<file path="src/rtl/centroid_calc.sv">
// Frame centroid engine: accumulates hit-pixel coordinates per frame and divides the
// sums by the hit count with two bit-serial restoring dividers running in parallel.
module centroid_calc #(
    parameter int COORD_W    = 10,
    parameter int CNT_W      = 19,
    parameter int MIN_PIXELS = 16
) (
    input  logic               clk,
    input  logic               rst_n,
    input  logic               iPix_Val,
    input  logic               iPix_Hit,
    input  logic [COORD_W-1:0] iX,
    input  logic [COORD_W-1:0] iY,
    input  logic               iFrame_End,
    output logic [COORD_W-1:0] oCent_X,
    output logic [COORD_W-1:0] oCent_Y,
    output logic               oCent_Val,
    output logic               oBusy,
    output logic               oDrop
);

    localparam int SUM_W  = COORD_W + CNT_W;
    localparam int STEP_W = $clog2(SUM_W + 1);
    localparam logic [CNT_W-1:0]  CNT_MAX   = {CNT_W{1'b1}};
    localparam logic [CNT_W-1:0]  MIN_CNT   = CNT_W'(MIN_PIXELS);
    localparam logic [STEP_W-1:0] LAST_STEP = STEP_W'(SUM_W);

    typedef enum logic [1:0] {
        S_IDLE = 2'd0,
        S_DIV  = 2'd1,
        S_DONE = 2'd2
    } state_t;

    state_t             state_q, state_d;
    logic [SUM_W-1:0]   sum_x_q, sum_x_d, sum_y_q, sum_y_d;
    logic [CNT_W-1:0]   cnt_q, cnt_d;
    logic [SUM_W-1:0]   quo_x_q, quo_x_d, quo_y_q, quo_y_d;
    logic [CNT_W-1:0]   rem_x_q, rem_x_d, rem_y_q, rem_y_d;
    logic [CNT_W-1:0]   dvs_q, dvs_d;
    logic [STEP_W-1:0]  step_q, step_d;
    logic [COORD_W-1:0] cent_x_q, cent_x_d, cent_y_q, cent_y_d;
    logic               val_q, val_d, busy_q, busy_d, drop_q, drop_d;

    logic               hit_s;
    logic [SUM_W-1:0]   acc_x_s, acc_y_s;
    logic [CNT_W-1:0]   acc_cnt_s;

    // One restoring-division iteration; returns {remainder, shifted quotient/dividend}.
    function automatic logic [CNT_W+SUM_W-1:0] div_step(
        input logic [CNT_W-1:0] rem,
        input logic [SUM_W-1:0] quo,
        input logic [CNT_W-1:0] dvs
    );
        logic [CNT_W:0] trial;
        logic [CNT_W:0] diff;
        trial = {rem, quo[SUM_W-1]};
        diff  = trial - {1'b0, dvs};
        if (trial >= {1'b0, dvs}) begin
            return {diff[CNT_W-1:0], quo[SUM_W-2:0], 1'b1};
        end else begin
            return {trial[CNT_W-1:0], quo[SUM_W-2:0], 1'b0};
        end
    endfunction

    // Accumulation, frame snapshot and divider FSM next-state logic.
    always_comb begin
        state_d  = state_q;
        quo_x_d  = quo_x_q;
        quo_y_d  = quo_y_q;
        rem_x_d  = rem_x_q;
        rem_y_d  = rem_y_q;
        dvs_d    = dvs_q;
        step_d   = step_q;
        cent_x_d = cent_x_q;
        cent_y_d = cent_y_q;
        val_d    = 1'b0;
        drop_d   = 1'b0;

        // A saturated counter freezes the whole frame's accumulation.
        hit_s = iPix_Val & iPix_Hit & (cnt_q != CNT_MAX);
        if (hit_s) begin
            acc_x_s   = sum_x_q + {{CNT_W{1'b0}}, iX};
            acc_y_s   = sum_y_q + {{CNT_W{1'b0}}, iY};
            acc_cnt_s = cnt_q + {{(CNT_W-1){1'b0}}, 1'b1};
        end else begin
            acc_x_s   = sum_x_q;
            acc_y_s   = sum_y_q;
            acc_cnt_s = cnt_q;
        end

        if (iFrame_End) begin
            sum_x_d = {SUM_W{1'b0}};
            sum_y_d = {SUM_W{1'b0}};
            cnt_d   = {CNT_W{1'b0}};
        end else begin
            sum_x_d = acc_x_s;
            sum_y_d = acc_y_s;
            cnt_d   = acc_cnt_s;
        end

        case (state_q)
            S_IDLE: begin
                if (iFrame_End && (acc_cnt_s >= MIN_CNT)) begin
                    state_d = S_DIV;
                    quo_x_d = acc_x_s;
                    quo_y_d = acc_y_s;
                    dvs_d   = acc_cnt_s;
                    rem_x_d = {CNT_W{1'b0}};
                    rem_y_d = {CNT_W{1'b0}};
                    step_d  = {STEP_W{1'b0}};
                end else begin
                    state_d = S_IDLE;
                end
            end
            S_DIV: begin
                drop_d = iFrame_End;
                step_d = step_q + {{(STEP_W-1){1'b0}}, 1'b1};
                // Step 0 is an alignment cycle so the result pulse lands SUM_W+2 edges after the frame end.
                if (step_q != {STEP_W{1'b0}}) begin
                    {rem_x_d, quo_x_d} = div_step(rem_x_q, quo_x_q, dvs_q);
                    {rem_y_d, quo_y_d} = div_step(rem_y_q, quo_y_q, dvs_q);
                end else begin
                    rem_x_d = rem_x_q;
                    rem_y_d = rem_y_q;
                end
                if (step_q == LAST_STEP) begin
                    state_d = S_DONE;
                end else begin
                    state_d = S_DIV;
                end
            end
            S_DONE: begin
                drop_d   = iFrame_End;
                cent_x_d = quo_x_q[COORD_W-1:0];
                cent_y_d = quo_y_q[COORD_W-1:0];
                val_d    = 1'b1;
                state_d  = S_IDLE;
            end
            default: begin
                state_d = S_IDLE;
            end
        endcase

        busy_d = (state_d != S_IDLE);
    end

    // State and datapath registers.
    always_ff @(posedge clk or negedge rst_n) begin
        if (!rst_n) begin
            state_q  <= S_IDLE;
            sum_x_q  <= {SUM_W{1'b0}};
            sum_y_q  <= {SUM_W{1'b0}};
            cnt_q    <= {CNT_W{1'b0}};
            quo_x_q  <= {SUM_W{1'b0}};
            quo_y_q  <= {SUM_W{1'b0}};
            rem_x_q  <= {CNT_W{1'b0}};
            rem_y_q  <= {CNT_W{1'b0}};
            dvs_q    <= {CNT_W{1'b0}};
            step_q   <= {STEP_W{1'b0}};
            cent_x_q <= {COORD_W{1'b0}};
            cent_y_q <= {COORD_W{1'b0}};
            val_q    <= 1'b0;
            busy_q   <= 1'b0;
            drop_q   <= 1'b0;
        end else begin
            state_q  <= state_d;
            sum_x_q  <= sum_x_d;
            sum_y_q  <= sum_y_d;
            cnt_q    <= cnt_d;
            quo_x_q  <= quo_x_d;
            quo_y_q  <= quo_y_d;
            rem_x_q  <= rem_x_d;
            rem_y_q  <= rem_y_d;
            dvs_q    <= dvs_d;
            step_q   <= step_d;
            cent_x_q <= cent_x_d;
            cent_y_q <= cent_y_d;
            val_q    <= val_d;
            busy_q   <= busy_d;
            drop_q   <= drop_d;
        end
    end

    assign oCent_X   = cent_x_q;
    assign oCent_Y   = cent_y_q;
    assign oCent_Val = val_q;
    assign oBusy     = busy_q;
    assign oDrop     = drop_q;

endmodule

</file>
<file path="config.mk">
export PLATFORM = sky130hd
export DESIGN_NAME = centroid_calc
export DESIGN_NICKNAME = d
export VERILOG_FILES = /design/src/rtl/centroid_calc.sv
export SDC_FILE = /design/constraint.sdc
export NUM_CORES = 1
export LEC_CHECK = 0
export BUFFER_PORTS_ARGS = -buffer_cell sky130_fd_sc_hd__clkbuf_2
export CORE_MARGIN = 3
export CORE_UTILIZATION = 60
export CTS_CLUSTER_SIZE = 25
export DETAILED_ROUTE_END_ITERATION = 10
export GPL_TIMING_DRIVEN = 0
export PLACE_DENSITY = 0.89
export SYNTH_ARGS = -nofsm -noshare
export SYNTH_HDL_FRONTEND = slang
export SYNTH_SLANG_ARGS = --single-unit
</file>
<file path="constraint.sdc">
create_clock -name clk -period 8.65 [get_ports clk]
set_input_delay 0.865 -clock clk [delete_from_list [all_inputs] [get_ports clk]]
set_output_delay 0.865 -clock clk [all_outputs]
set_load 0.02 [all_outputs]
</file>
==> impl_metrics.ini <==
[run_status]
outcome = finished, violations left
violations = max-capacitance violations

[placed_design]
place_congestion = 0.969
dp_slack_ns = 4.56
hpwl_um = 26100
io_buffer_count = 46
dp.cells = 1719

[detailed_routing]
vias = 11802
routed_wirelength_um = 36300
wire_per_inst_um = 20.6
vias_per_cell = 6.69
ant_nets = 0
drt_iter0_markers = 1273
remaining_drc_errors = 0
dr.pass1.iters = 5

[sta]
hold_viol = 0
finClkSkew_ns = 0.0195
setup_viol = 0
tightestPinTransition_ns = 1.47
tns_ns = 0
rsz0062_at_grt = false
maxSlewHeadroom = 0.0135
fin_ws_ns = 4.71
fin_crit_ns = 3.94
period_share = 0.456
fmax_mhz = 254
finalMaxSlewViolations = 0

[logic_synthesis]
ys_ff_latch = 222
synth_edf_count = 0
yosys.cell_types.count = 74
synthCells = 1396
syn_avg_cell_area_sq_um = 9.57
syn_nets = 1490
ys.flop_type = dfrtp_1
netlist_area_sq_um = 13400
yosys_warnings = 0
async_reset_ff_frac = 1.00
ys_seq_area_frac = 0.416

[die]
core_sq_um = 21400
fp.dieH_um = 155
start_util = 0.624
rows = 53
io_pins = 48
dieArea_sq_um = 24100
die_x_um = 155

[grt]
grt_pass1_vias = 11706
track_usage = 0.301
grt_max_degree = 96
antenna_found_initial = 0
grt_pass1_wl_um = 59700
overflow = 0

[power_and_ir_drop]
leakage_uw = 0.00638
p_per_area_nw_per_um2 = 147
switching_power_uw = 531
p_int_uw = 1640
seqPwrFrac = 0.484
combinationalPowerShare = 0.058
vdd_drop_max_v = 0.000174
p_clk_frac = 0.458
netSwitchingFraction = 0.245

[cts]
postCtsHoldBufs = 0
cts_setup_buffers = 0
cts_tree = yes
cts_buffers = 25
cts_resized = 0
clk_latency_ns = 0.54
clockBufferDepth = 3
htreeDepth = 1
path_clk_slew_ns = 0.06
clock-sinks = 222
cts_root_buffer = clkbuf_16

[cells_and_area]
n_antenna_cell = 0
fin_util = 0.689
synthToLayoutAreaGrowth_pct = 10.4
drive_gt1_frac = 0.107
final_cells = 1763
final_nets = 1565

[min_path]
hold_class = primary input to asynchronous set/reset pin

[critical_path]
worst_r2r_endpoint = rem_y_q[0]
reg2reg_from = dvs_q[9]
path_common_cell = a21oi_1
crit_slowest_cell = a2111oi_1
start_kind = register
r2r_cells = 11
crit_family = compound AO/OA/AOI/OAI gates
crit_fanout = 10
rrSetupSlack_ns = 4.71
required_ns = 9.09
worstPathCellList = inv_1 -> ha_1 -> a21oi_1 -> o211ai_1 -> o41a_1 -> a21oi_1 -> a21oi_1 -> a2111oi_1 -> buf_2 -> mux2_2 -> o31ai_1
slowest_delay_ns = 0.90
cp.arrival_ns = 4.38
criticalPathCategory = register to register
crit_path_end_kind = register
crit_buf_inv = 2

[flow_run]
cap_violations = 1
## power by group through the flow
| stage | registers [uW] | clock network, uW | logic (uW) |
|---|---|---|---|
| after floorplan | 1070 | 0 | 69.8 |
| after global placement | 1070 | 0 | 114 |
| after detailed placement | 1070 | 0 | 123 |
| after CTS | 1050 | 999 | 125 |
| after global routing | 1050 | 1040 | 140 |
| final | 1050 | 995 | 126 |
## layout by cell type, fill, tap and decap left out, drive strengths merged, types with 47 or more instances in the layout
cell type and count:
dfrtp 222, nor2 138, clkbuf 137, nand3 106, nand2 82, ha 65
inv 54, xnor2 51, a21oi 48, mux2i 47
## how the worst max path moves through the flow
stage / cells past startpoint / start / end / slack (ns)
after floorplan: 10 / iX[0] / quo_x_q[12] / 5.34
after global placement: 1 / rst_n / oCent_Y[8] / 2.38
after detailed placement: 10 / iPix_Val / quo_y_q[22] / 4.56
after CTS: 11 / dvs_q[9] / rem_y_q[0] / 4.82
after global routing: 11 / dvs_q[9] / rem_y_q[0] / 4.52
final: 11 / dvs_q[9] / rem_y_q[0] / 4.71
## worst register-to-register path, cell delays in order (launching register included)
cell and delay [ns]:
dfrtp_1 0.38, inv_1 0.15, ha_1 0.33, a21oi_1 0.30
o211ai_1 0.16, o41a_1 0.38, a21oi_1 0.17, a21oi_1 0.08
a2111oi_1 0.90, buf_2 0.44, mux2_2 0.38, o31ai_1 0.19
## stage by stage
step / power [uW] / hold slack [ns] / cell area, sq um
floorplan: 1140 / 0.449 / 13400
global placement: 1180 / 0.465 / 13900
detailed placement: 1190 / 0.479 / 14000
CTS: 2170 / 0.246 / 14800
global route: 2230 / 0.253 / 14800
finish: 2170 / 0.245 / 14800
## per-layer routing
metal  part of all wire  vias up  global-route usage
li1                   -     5326                   -
met1               0.41     5744               0.401
met2               0.46      603               0.487
met3              0.080      129              0.0576
met4              0.047        0               0.125
met5                  0        -                   0
## final cells by class
class | count | area, sq um
plain buffers | 87 | 372
clock buffers | 34 | 679
clock inverters | 10 | 73.8
fillers | 1601 | 6660
inverters | 53 | 199
multi-input cells | 1034 | 7240
flip-flops and latches | 222 | 5560
well taps | 275 | 344
repair buffers | 48 | 294
## Yosys cell counts (24+ instances only)
cell,instances,share of area
a21oi_1,47,0.018
buf_2,26,0.0097
clkbuf_1,56,0.016
dfrtp_1,222,0.42
ha_1,65,0.061
inv_1,52,0.015
mux2i_1,47,0.035
nand2_1,82,0.023
nand3_1,105,0.039
nand3b_1,24,0.013
nor2_1,138,0.039
nor3_1,33,0.012
o211ai_1,29,0.016
o21ai_0,43,0.016
o311a_1,24,0.018
o31ai_1,31,0.017
xnor2_1,51,0.033
xor2_1,41,0.027
## state kept, by name, summed over array words and instances, names as in the netlist, 2 cells and up
signal	flops
rem_y_q	19
dvs_q	19
state_q	2
oCent_X	10
quo_x_q	29
sum_y_q	29
rem_x_q	19
cnt_q	19
step_q	5
quo_y_q	29
sum_x_q	29
oCent_Y	10
## cell families after synthesis
logic type,Yosys count,share of synthesized area
mux,69,0.0537
xor+xnor,92,0.0603
simple gates,487,0.180
compound gates,317,0.181
flops,222,0.416
buf+inv,140,0.0427
fa+ha+maj,69,0.0668
Power figures use the tool's default switching activity.
